### src/rtl/ps2_pkg.sv
// Shared constants and frame-state encoding for the PS/2 keyboard receiver.
package ps2_pkg;

  localparam logic [7:0]  PS2_EXT    = 8'hE0;
  localparam logic [7:0]  PS2_REL    = 8'hF0;
  localparam logic [7:0]  PS2_PAUSE  = 8'hE1;
  localparam logic [7:0]  PAUSE_CODE = 8'h77;
  localparam int unsigned PAUSE_SKIP = 7;

  typedef enum logic [1:0] {
    ST_IDLE,
    ST_DATA,
    ST_PARITY,
    ST_STOP
  } ps2_state_e;

  function automatic logic is_prefix(input logic [7:0] b);
    return (b == PS2_EXT) || (b == PS2_REL) || (b == PS2_PAUSE);
  endfunction

endpackage

### src/rtl/ps2_filter.sv
// Input conditioning: 2-FF synchronisers on both lines, run-length debounce
// on the clock, and a one-cycle falling-edge event of the filtered clock.
module ps2_filter #(
  parameter int unsigned FILT = 4
) (
  input  logic clk_sys,
  input  logic reset,
  input  logic ps2_clk,
  input  logic ps2_data,
  output logic data_s,
  output logic fall
);

  localparam int unsigned CW = $clog2(FILT + 1);

  logic [1:0]    clk_sync_q;
  logic [1:0]    data_sync_q;
  logic          filt_q, filt_d;
  logic [CW-1:0] run_q, run_d;
  logic          fall_q, fall_d;

  always_comb begin
    filt_d = filt_q;
    run_d  = '0;
    if (clk_sync_q[1] != filt_q) begin
      // The FILT-th consecutive disagreeing cycle commits the new level.
      if (run_q == CW'(FILT - 1)) begin
        filt_d = clk_sync_q[1];
      end else begin
        run_d = run_q + CW'(1);
      end
    end
    fall_d = filt_q & ~filt_d;
  end

  always_ff @(posedge clk_sys or posedge reset) begin
    if (reset) begin
      clk_sync_q  <= '1;
      data_sync_q <= '1;
      filt_q      <= 1'b1;
      run_q       <= '0;
      fall_q      <= 1'b0;
    end else begin
      clk_sync_q  <= {clk_sync_q[0], ps2_clk};
      data_sync_q <= {data_sync_q[0], ps2_data};
      filt_q      <= filt_d;
      run_q       <= run_d;
      fall_q      <= fall_d;
    end
  end

  assign data_s = data_sync_q[1];
  assign fall   = fall_q;

endmodule

### src/rtl/ps2_kbd_rx.sv
// PS/2 keyboard receiver: frame recovery with parity/stop/timeout checking,
// followed by make/break/extended/pause scancode decoding into key events.
module ps2_kbd_rx
  import ps2_pkg::*;
#(
  parameter int unsigned FILT    = 4,
  parameter int unsigned TIMEOUT = 4096
) (
  input  logic       clk_sys,
  input  logic       reset,
  input  logic       ps2_clk,
  input  logic       ps2_data,
  output logic [7:0] rx_byte,
  output logic       rx_valid,
  output logic       rx_err,
  output logic [7:0] key_code,
  output logic       key_ext,
  output logic       key_pressed,
  output logic       key_strobe
);

  localparam int unsigned TW = $clog2(TIMEOUT + 1);

  logic data_s;
  logic fall;

  ps2_filter #(
    .FILT(FILT)
  ) u_filter (
    .clk_sys (clk_sys),
    .reset   (reset),
    .ps2_clk (ps2_clk),
    .ps2_data(ps2_data),
    .data_s  (data_s),
    .fall    (fall)
  );

  // Frame receiver
  ps2_state_e    state_q, state_d;
  logic [2:0]    bit_cnt_q, bit_cnt_d;
  logic [7:0]    shift_q, shift_d;
  logic          par_q, par_d;
  logic [TW-1:0] tmo_q, tmo_d;
  logic [7:0]    rx_byte_q, rx_byte_d;
  logic          rx_valid_q, rx_valid_d;
  logic          rx_err_q, rx_err_d;

  always_comb begin
    state_d    = state_q;
    bit_cnt_d  = bit_cnt_q;
    shift_d    = shift_q;
    par_d      = par_q;
    rx_byte_d  = rx_byte_q;
    rx_valid_d = 1'b0;
    rx_err_d   = 1'b0;

    if (fall || (state_q == ST_IDLE)) begin
      tmo_d = '0;
    end else if (tmo_q != TW'(TIMEOUT)) begin
      tmo_d = tmo_q + TW'(1);
    end else begin
      tmo_d = tmo_q;
    end

    case (state_q)
      ST_IDLE: begin
        if (fall && !data_s) begin
          state_d   = ST_DATA;
          bit_cnt_d = '0;
          par_d     = 1'b1;
        end
      end
      ST_DATA: begin
        if (fall) begin
          shift_d = {data_s, shift_q[7:1]};
          par_d   = par_q ^ data_s;
          if (bit_cnt_q == 3'd7) begin
            state_d = ST_PARITY;
          end else begin
            bit_cnt_d = bit_cnt_q + 3'd1;
          end
        end
      end
      ST_PARITY: begin
        if (fall) begin
          par_d   = par_q ^ data_s;
          state_d = ST_STOP;
        end
      end
      ST_STOP: begin
        if (fall) begin
          // Accumulator seeded with 1 ends at 0 when data+parity ones are odd.
          if (data_s && !par_q) begin
            rx_byte_d  = shift_q;
            rx_valid_d = 1'b1;
          end else begin
            rx_err_d = 1'b1;
          end
          state_d = ST_IDLE;
        end
      end
      default: state_d = ST_IDLE;
    endcase

    // A fall in the same cycle wins over an expiring timeout.
    if ((state_q != ST_IDLE) && !fall && (tmo_q >= TW'(TIMEOUT - 1))) begin
      rx_err_d = 1'b1;
      state_d  = ST_IDLE;
      tmo_d    = '0;
    end
  end

  always_ff @(posedge clk_sys or posedge reset) begin
    if (reset) begin
      state_q    <= ST_IDLE;
      bit_cnt_q  <= '0;
      shift_q    <= '0;
      par_q      <= 1'b0;
      tmo_q      <= '0;
      rx_byte_q  <= '0;
      rx_valid_q <= 1'b0;
      rx_err_q   <= 1'b0;
    end else begin
      state_q    <= state_d;
      bit_cnt_q  <= bit_cnt_d;
      shift_q    <= shift_d;
      par_q      <= par_d;
      tmo_q      <= tmo_d;
      rx_byte_q  <= rx_byte_d;
      rx_valid_q <= rx_valid_d;
      rx_err_q   <= rx_err_d;
    end
  end

  // Scancode decoder
  logic       ext_q, ext_d;
  logic       rel_q, rel_d;
  logic [2:0] skip_q, skip_d;
  logic [7:0] key_code_q, key_code_d;
  logic       key_ext_q, key_ext_d;
  logic       key_pressed_q, key_pressed_d;
  logic       key_strobe_q, key_strobe_d;

  always_comb begin
    ext_d         = ext_q;
    rel_d         = rel_q;
    skip_d        = skip_q;
    key_code_d    = key_code_q;
    key_ext_d     = key_ext_q;
    key_pressed_d = key_pressed_q;
    key_strobe_d  = 1'b0;

    if (rx_err_q) begin
      ext_d  = 1'b0;
      rel_d  = 1'b0;
      skip_d = '0;
    end else if (rx_valid_q) begin
      if (skip_q != '0) begin
        skip_d = skip_q - 3'd1;
        if (skip_q == 3'd1) begin
          key_code_d    = PAUSE_CODE;
          key_ext_d     = 1'b1;
          key_pressed_d = 1'b1;
          key_strobe_d  = 1'b1;
          ext_d         = 1'b0;
          rel_d         = 1'b0;
        end
      end else if (rx_byte_q == PS2_EXT) begin
        ext_d = 1'b1;
      end else if (rx_byte_q == PS2_REL) begin
        rel_d = 1'b1;
      end else if (rx_byte_q == PS2_PAUSE) begin
        skip_d = 3'(PAUSE_SKIP);
      end else begin
        key_code_d    = rx_byte_q;
        key_ext_d     = ext_q;
        key_pressed_d = ~rel_q;
        key_strobe_d  = 1'b1;
        ext_d         = 1'b0;
        rel_d         = 1'b0;
      end
    end
  end

  always_ff @(posedge clk_sys or posedge reset) begin
    if (reset) begin
      ext_q         <= 1'b0;
      rel_q         <= 1'b0;
      skip_q        <= '0;
      key_code_q    <= '0;
      key_ext_q     <= 1'b0;
      key_pressed_q <= 1'b0;
      key_strobe_q  <= 1'b0;
    end else begin
      ext_q         <= ext_d;
      rel_q         <= rel_d;
      skip_q        <= skip_d;
      key_code_q    <= key_code_d;
      key_ext_q     <= key_ext_d;
      key_pressed_q <= key_pressed_d;
      key_strobe_q  <= key_strobe_d;
    end
  end

  assign rx_byte     = rx_byte_q;
  assign rx_valid    = rx_valid_q;
  assign rx_err      = rx_err_q;
  assign key_code    = key_code_q;
  assign key_ext     = key_ext_q;
  assign key_pressed = key_pressed_q;
  assign key_strobe  = key_strobe_q;

endmodule

### config.mk
export PLATFORM = sky130hd
export DESIGN_NAME = ps2_kbd_rx
export DESIGN_NICKNAME = d
export VERILOG_FILES = /design/src/rtl/ps2_pkg.sv /design/src/rtl/ps2_filter.sv /design/src/rtl/ps2_kbd_rx.sv
export SDC_FILE = /design/constraint.sdc
export NUM_CORES = 1
export LEC_CHECK = 0
export CORE_MARGIN = 3
export CORE_UTILIZATION = 40
export DETAILED_ROUTE_END_ITERATION = 10
export DONT_BUFFER_PORTS = 1
export HOLD_SLACK_MARGIN = 0.02
export PLACE_DENSITY = 0.63
export SKIP_CTS_REPAIR_TIMING = 1
export SLEW_MARGIN = 20
export SYNTH_ARGS = -nofsm -noshare
export SYNTH_HDL_FRONTEND = slang
export SYNTH_SLANG_ARGS = --single-unit
### constraint.sdc
create_clock -name clk_sys -period 2.6 [get_ports clk_sys]
set_clock_uncertainty 0.15 [all_clocks]
set_input_delay 0.52 -clock clk_sys [delete_from_list [all_inputs] [get_ports clk_sys]]
set_output_delay 0.52 -clock clk_sys [all_outputs]
set_load 0.05 [all_outputs]
Yosys cells after proc, flatten, opt, wreduce, memory -nomap -nowiden:

Cells that the tools add are included.

* flip-flop bits (word level): 62
* bits in latches: 0
* bits in writable memories: 0
* ROM bits: 0
* output and inout bits: 21
* memories: 0

* add/sub/neg operators: 4
* multiply operators: 0
* divide/modulo/power cells: 0
* $lt $le $gt $ge: 1
* equal/unequal tests: 30
* shifts and indexed selects: 0
* multiplexer cells: 67
* bitwise operators: 5
* reduce and logical (&&, ||, !) cells: 26

Operators by type and width (count)
* 2-to-1 mux 8 bit: 5
* 2-to-1 mux 1 bit: 39
* 2-to-1 mux 13 bit: 3
* 2-to-1 mux 3 bit: 11
* equality test 8 bit (second input constant): 3
* AND reduction 4 bit: 4
* adder 13 x 1 -> 13 bit (second input constant): 1
* greater-or-equal comparator 13 x 12 -> 1 bit (second input constant): 1
* inequality test 13 bit (second input constant): 1
* 2-to-1 mux 2 bit: 6
* inequality test 3 x 2 -> 1 bit (second input constant): 4
* inequality test 4 bit (second input constant): 3
* inequality test 3 bit (second input constant): 3
* nonzero test 3 bit: 3
* inequality test 2 x 1 -> 1 bit (second input constant): 4
* inequality test 2 bit (second input constant): 4
* one-hot mux 2 bit (4 select lines): 1
* nonzero test 2 bit: 4
* adder 3 x 1 -> 3 bit (second input constant): 2
* one-hot mux 3 bit (2 select lines): 1
* AND reduction 3 bit: 2
* AND reduction 6 bit: 1
* AND reduction 5 bit: 1
* equality test 2 bit (second input constant): 2
* other kinds (17): 24

Depth between registers and ports, before layout:

* depth after elaboration: 7
* gate-level depth with buffers: 7
* depth with buffers taken out: 6

By module:

Synthesis repeated with hierarchy kept, for this count alone.

* cell total of the unflattened synthesis: 256
* area total of the unflattened synthesis: 2971.6 sq um

Modules (own cells, without submodules)
* ps2_kbd_rx: times used 1, cells an instance 238, area each 2650.0 sq um
* ps2_filter: times used 1, cells an instance 18, area each 321.6 sq um

Worst setup path before layout:

OpenSTA, ideal clock, no wires.

* kind: register to register
* from: reg rx_byte_q[1] (netlist: rx_byte[1])
* to: reg ext_q
* library setup time: 0.125 ns
* arrival time: 2.211 ns
* required time: 2.325 ns
* setup slack: 0.114 ns
* cell stages (with the launch flop): 6
* path through: dfrtp_1 > or4b_1 > buf_2 > or3_1 > a211o_1 > mux2_4

* word-level cells in the longest chain between the ends: 5
* elaborated cells between the ends (all ways): 10

Ends and longest elaborated chain
* start: declaration: line ps2_kbd_rx.sv:44 `logic [7:0] rx_byte_q, rx_byte_d;`
* start signal: assignment: line ps2_kbd_rx.sv:129 `rx_byte_q <= rx_byte_d;`
* equality test 8 bit: line ps2_kbd_rx.sv:168 `end else if (rx_byte_q == PS2_EXT) begin`
* 2-to-1 mux 1 bit: line ps2_kbd_rx.sv:168
* 2-to-1 mux 1 bit: line ps2_kbd_rx.sv:158 `if (skip_q != '0) begin`
* 2-to-1 mux 1 bit: line ps2_kbd_rx.sv:157 `end else if (rx_valid_q) begin`
* 2-to-1 mux 1 bit: line ps2_kbd_rx.sv:153 `if (rx_err_q) begin`
* end signal: assignment: line ps2_kbd_rx.sv:195 `ext_q <= ext_d;`
* end: declaration: line ps2_kbd_rx.sv:136 `logic ext_q, ext_d;`

Parallel ways exist; a longest one is shown, timed or not. The select of a mux whose other input is x is not followed.
A chain may end at the register's enable or synchronous reset.

Final worst setup path:

Ends and elaborated chain as after synthesis.

==> results.md <==
* Reg2reg end: ext_q$_DFFE_PP0P_
* Nets at roughly 290
* Die Footprint at 8240 um2
* Unrepaired setup endpoints after global routing: no
* Data required, critical path at 2680 ps
* Asr flop ratio synth at 100%
* Worst R2R Start: rx_byte[1]$_DFFE_PP0P_
* Most frequent cells in the layout: 57 x dfrtp_1, 21 x nor2_1, 18 x mux2_2
* R2R cell count at 4
* Initial core utilization at a little over two fifths
* Startpoint Class: register
* Syn nets at between 200 and 300
* Final Hold Fails at 0
* Antenna Diode Count at 0
* H-tree depth at 3
* Layout Utilization at 48.4%
* Cts bufs inserted at 9
* Critical path data arrival time at roughly 2400 ps
* Hold Crit Class: reg -> reg
* CP Cell Sequence: or4b_1, or3_1, a211o_1, mux2_4
* Gpl congestion at about 0.81
* ANT nets after route at 0
* Netlist Area Pre-Place at 2870 um2
* Hold WS at around 210 ps
* Leak at ~1.5 nW
* Status: finished clean
* Pwr Density at 707 nW/um2
* Via count at roughly 1900
* Clk sinks at 62
* Largest net degree at the start of global routing at 63
* Area Growth Syn to Fin at 15.7%
* Clk_lat worst skew at roughly 340 ps
* Gr ovfl total at 0
* Post-detail-place hpwl at 3330 um
* FF+latch count, synth at 62
* Fin crit share at between 80% and 90%
* CP Capture Type: register
* Port bufs at 0
* Commonest non-fill, non-tap cell in the layout: dfrtp_1
* Worst Path Class, Setup: reg -> reg
* Min Tclk post-route at approximately 2300 ps
* Final WL at approximately 4800 um
* CP top delay family: simple AND/OR/NAND/NOR gates
* Top_reg_cell synth: dfrtp_1
* # setup viols final at 0
* Core Area at slightly below 7000 um2
* Critical path endpoint: ext_q$_DFFE_PP0P_
* Register area at 1560 um2
* FMAX at 432 MHz
* FF-to-FF setup slack at 290 ps
* Multi-input logic area at 1210 um2
* Seq/Total Area, Yosys at between 50% and 60%
* Worst slew margin at about two thirds
* Placed Instance Area at slightly above 3000 um2
* CTS tree: yes
* Filler Cells Inserted at between 600 and 700
* Syn Area/Cell at ~12 um2
* Pre-antenna DRT Iters at 4
* Gr usage total at a little over an eighth
* CTS Root Cell: clkbuf_8
* Critical Path Start: rx_byte[1]$_DFFE_PP0P_
* Ports at 25
* Mapped Cells at approximately 250
* Total Neg Setup Slack at 0 ps
* Clock Tree Buf Depth at 2
* Routed length per placed instance at ~13 um
* FP Rows at 30
* DRC at 0
* Yosys warns at 0
* Max IR drop VDD at around 440 uV
* Die W at ~91 um
* Worst Path Buf+Inv at 0
* Power Total at around 2.4 mW
* Initial antenna violation count at 0
* Worst Path Max Fanout at 7
* Worst path slowest cell: or4b_1
* Die Ht at 90.8 um
* Final Max Slew Viols at 0
* Vias in the first global route at around 1900
* MaxCap Viol Count at 0
* CTS clk-pin slew, worst paths at roughly 70 ps
* First-pass GRT wire length at ~8700 um
* Post-synth EDFFs at 0
* Worst slew pin tran at roughly 480 ps
* Share of cells above drive strength 1 at roughly 22%
* DR vias/cell at between 5 and 6
* Synth unique cells at 57
* Slowest stage delay, CP at ~640 ps
* Initial DRC count at 55
* Design area at 3330 um2
* Crit path depth at 4
==> state kept, by name (all words and copies together) (netlist names) <==
name and flops:
tmo_q 13, key_code 8, rx_byte 8, shift_q 8
bit_cnt_q 3, skip_q 3, u_filter.run_q 3, state_q 2
u_filter.clk_sync_q 2, u_filter.data_sync_q 2, ext_q 1, key_ext 1
key_pressed 1, key_strobe 1, par_q 1, rel_q 1
rx_err 1, rx_valid 1, u_filter.fall 1, u_filter.filt_q 1
==> worst register-to-register path, cell delays in order (launching register included) <==
cell and delay [ps]:
dfrtp_1 370, or4b_1 640, or3_1 400, a211o_1 330
mux2_4 300
==> final cells by class <==
| class | count | share of cell area (%) |
|---|---|---|
| flip-flops and latches | 62 | 46.8 |
| multi-input cells | 163 | 36.5 |
| repair buffers | 18 | 4.67 |
| clock buffers | 9 | 3.72 |
| well taps | 96 | 3.61 |
| clock inverters | 7 | 2.97 |
| inverters | 15 | 1.69 |
==> through the flow <==
step,setup WS [ps],std cells
floorplan,114,248
global placement,350,351
detailed placement,300,351
CTS,282,367
global route,252,370
finish,285,370
==> kinds of logic after synthesis <==
| kind of cell | count (synthesis) | synth area share [%] |
|---|---|---|
| simple gates | 75 | 13.9 |
| flops | 62 | 54.2 |
| compound gates | 42 | 11.0 |
| buf+inv | 23 | 3.57 |
| mux | 20 | 7.92 |
| fa+ha+maj | 13 | 5.66 |
| xor+xnor | 12 | 3.66 |
| other cells | 1 | 0.130 |
==> worst min path at each step <==
stage,end,slack [ps],cells past startpoint,from
6_report,u_filter.data_sync_q[1]$_DFF_PP1_,210,0,u_filter.data_sync_q[0]$_DFF_PP1_
5_1_grt,u_filter.clk_sync_q[1]$_DFF_PP1_,210,0,u_filter.clk_sync_q[0]$_DFF_PP1_
4_1_cts,u_filter.run_q[0]$_DFF_PP0_,-30,2,reset
3_5_place_dp,u_filter.data_sync_q[1]$_DFF_PP1_,200,0,u_filter.data_sync_q[0]$_DFF_PP1_
3_3_place_gp,u_filter.data_sync_q[1]$_DFF_PP1_,200,0,u_filter.data_sync_q[0]$_DFF_PP1_
2_1_floorplan,u_filter.clk_sync_q[1]$_DFF_PP1_,200,0,u_filter.clk_sync_q[0]$_DFF_PP1_
==> synthesized netlist by cell type, types with 4 or more instances <==
cell type  number  area [um2]
clkbuf_1        5        18.8
nand2b_1        5        31.3
xor2_1          7        61.3
nor2_1         21        78.8
a21oi_1         5        25.0
nand2_1        14        52.6
xnor2_1         5        43.8
inv_1          15        56.3
nor2b_1         4        25.0
dfstp_2         5         131
ha_1           13         163
mux2_2         18         203
o22a_1          4        35.0
o21ai_0         4        20.0
nand3_1         8        40.0
dfrtp_1        57        1430
==> metal layers <==
| metal | up-vias | GRT usage, % | wire [um] |
|---|---|---|---|
| met4 | 0 | 4.85 | 72 |
| li1 | 918 | - | - |
| met1 | 906 | 16.3 | 2240 |
| met5 | - | 0 | 0 |
| met3 | 7 | 5.50 | 253 |
| met2 | 36 | 20.9 | 2250 |
==> power breakdown <==
| part | total [mW] | switching [mW] | leakage [nW] | internal (mW) |
|---|---|---|---|---|
| clock network | 0.928 | 0.386 | 0.109 | 0.542 |
| logic | 0.328 | 0.189 | 0.560 | 0.139 |
| registers | 1.09 | 0.0565 | 0.841 | 1.04 |
| total | 2.35 | 0.631 | 1.51 | 1.72 |
Note: power is estimated with default switching activity, not from simulation.
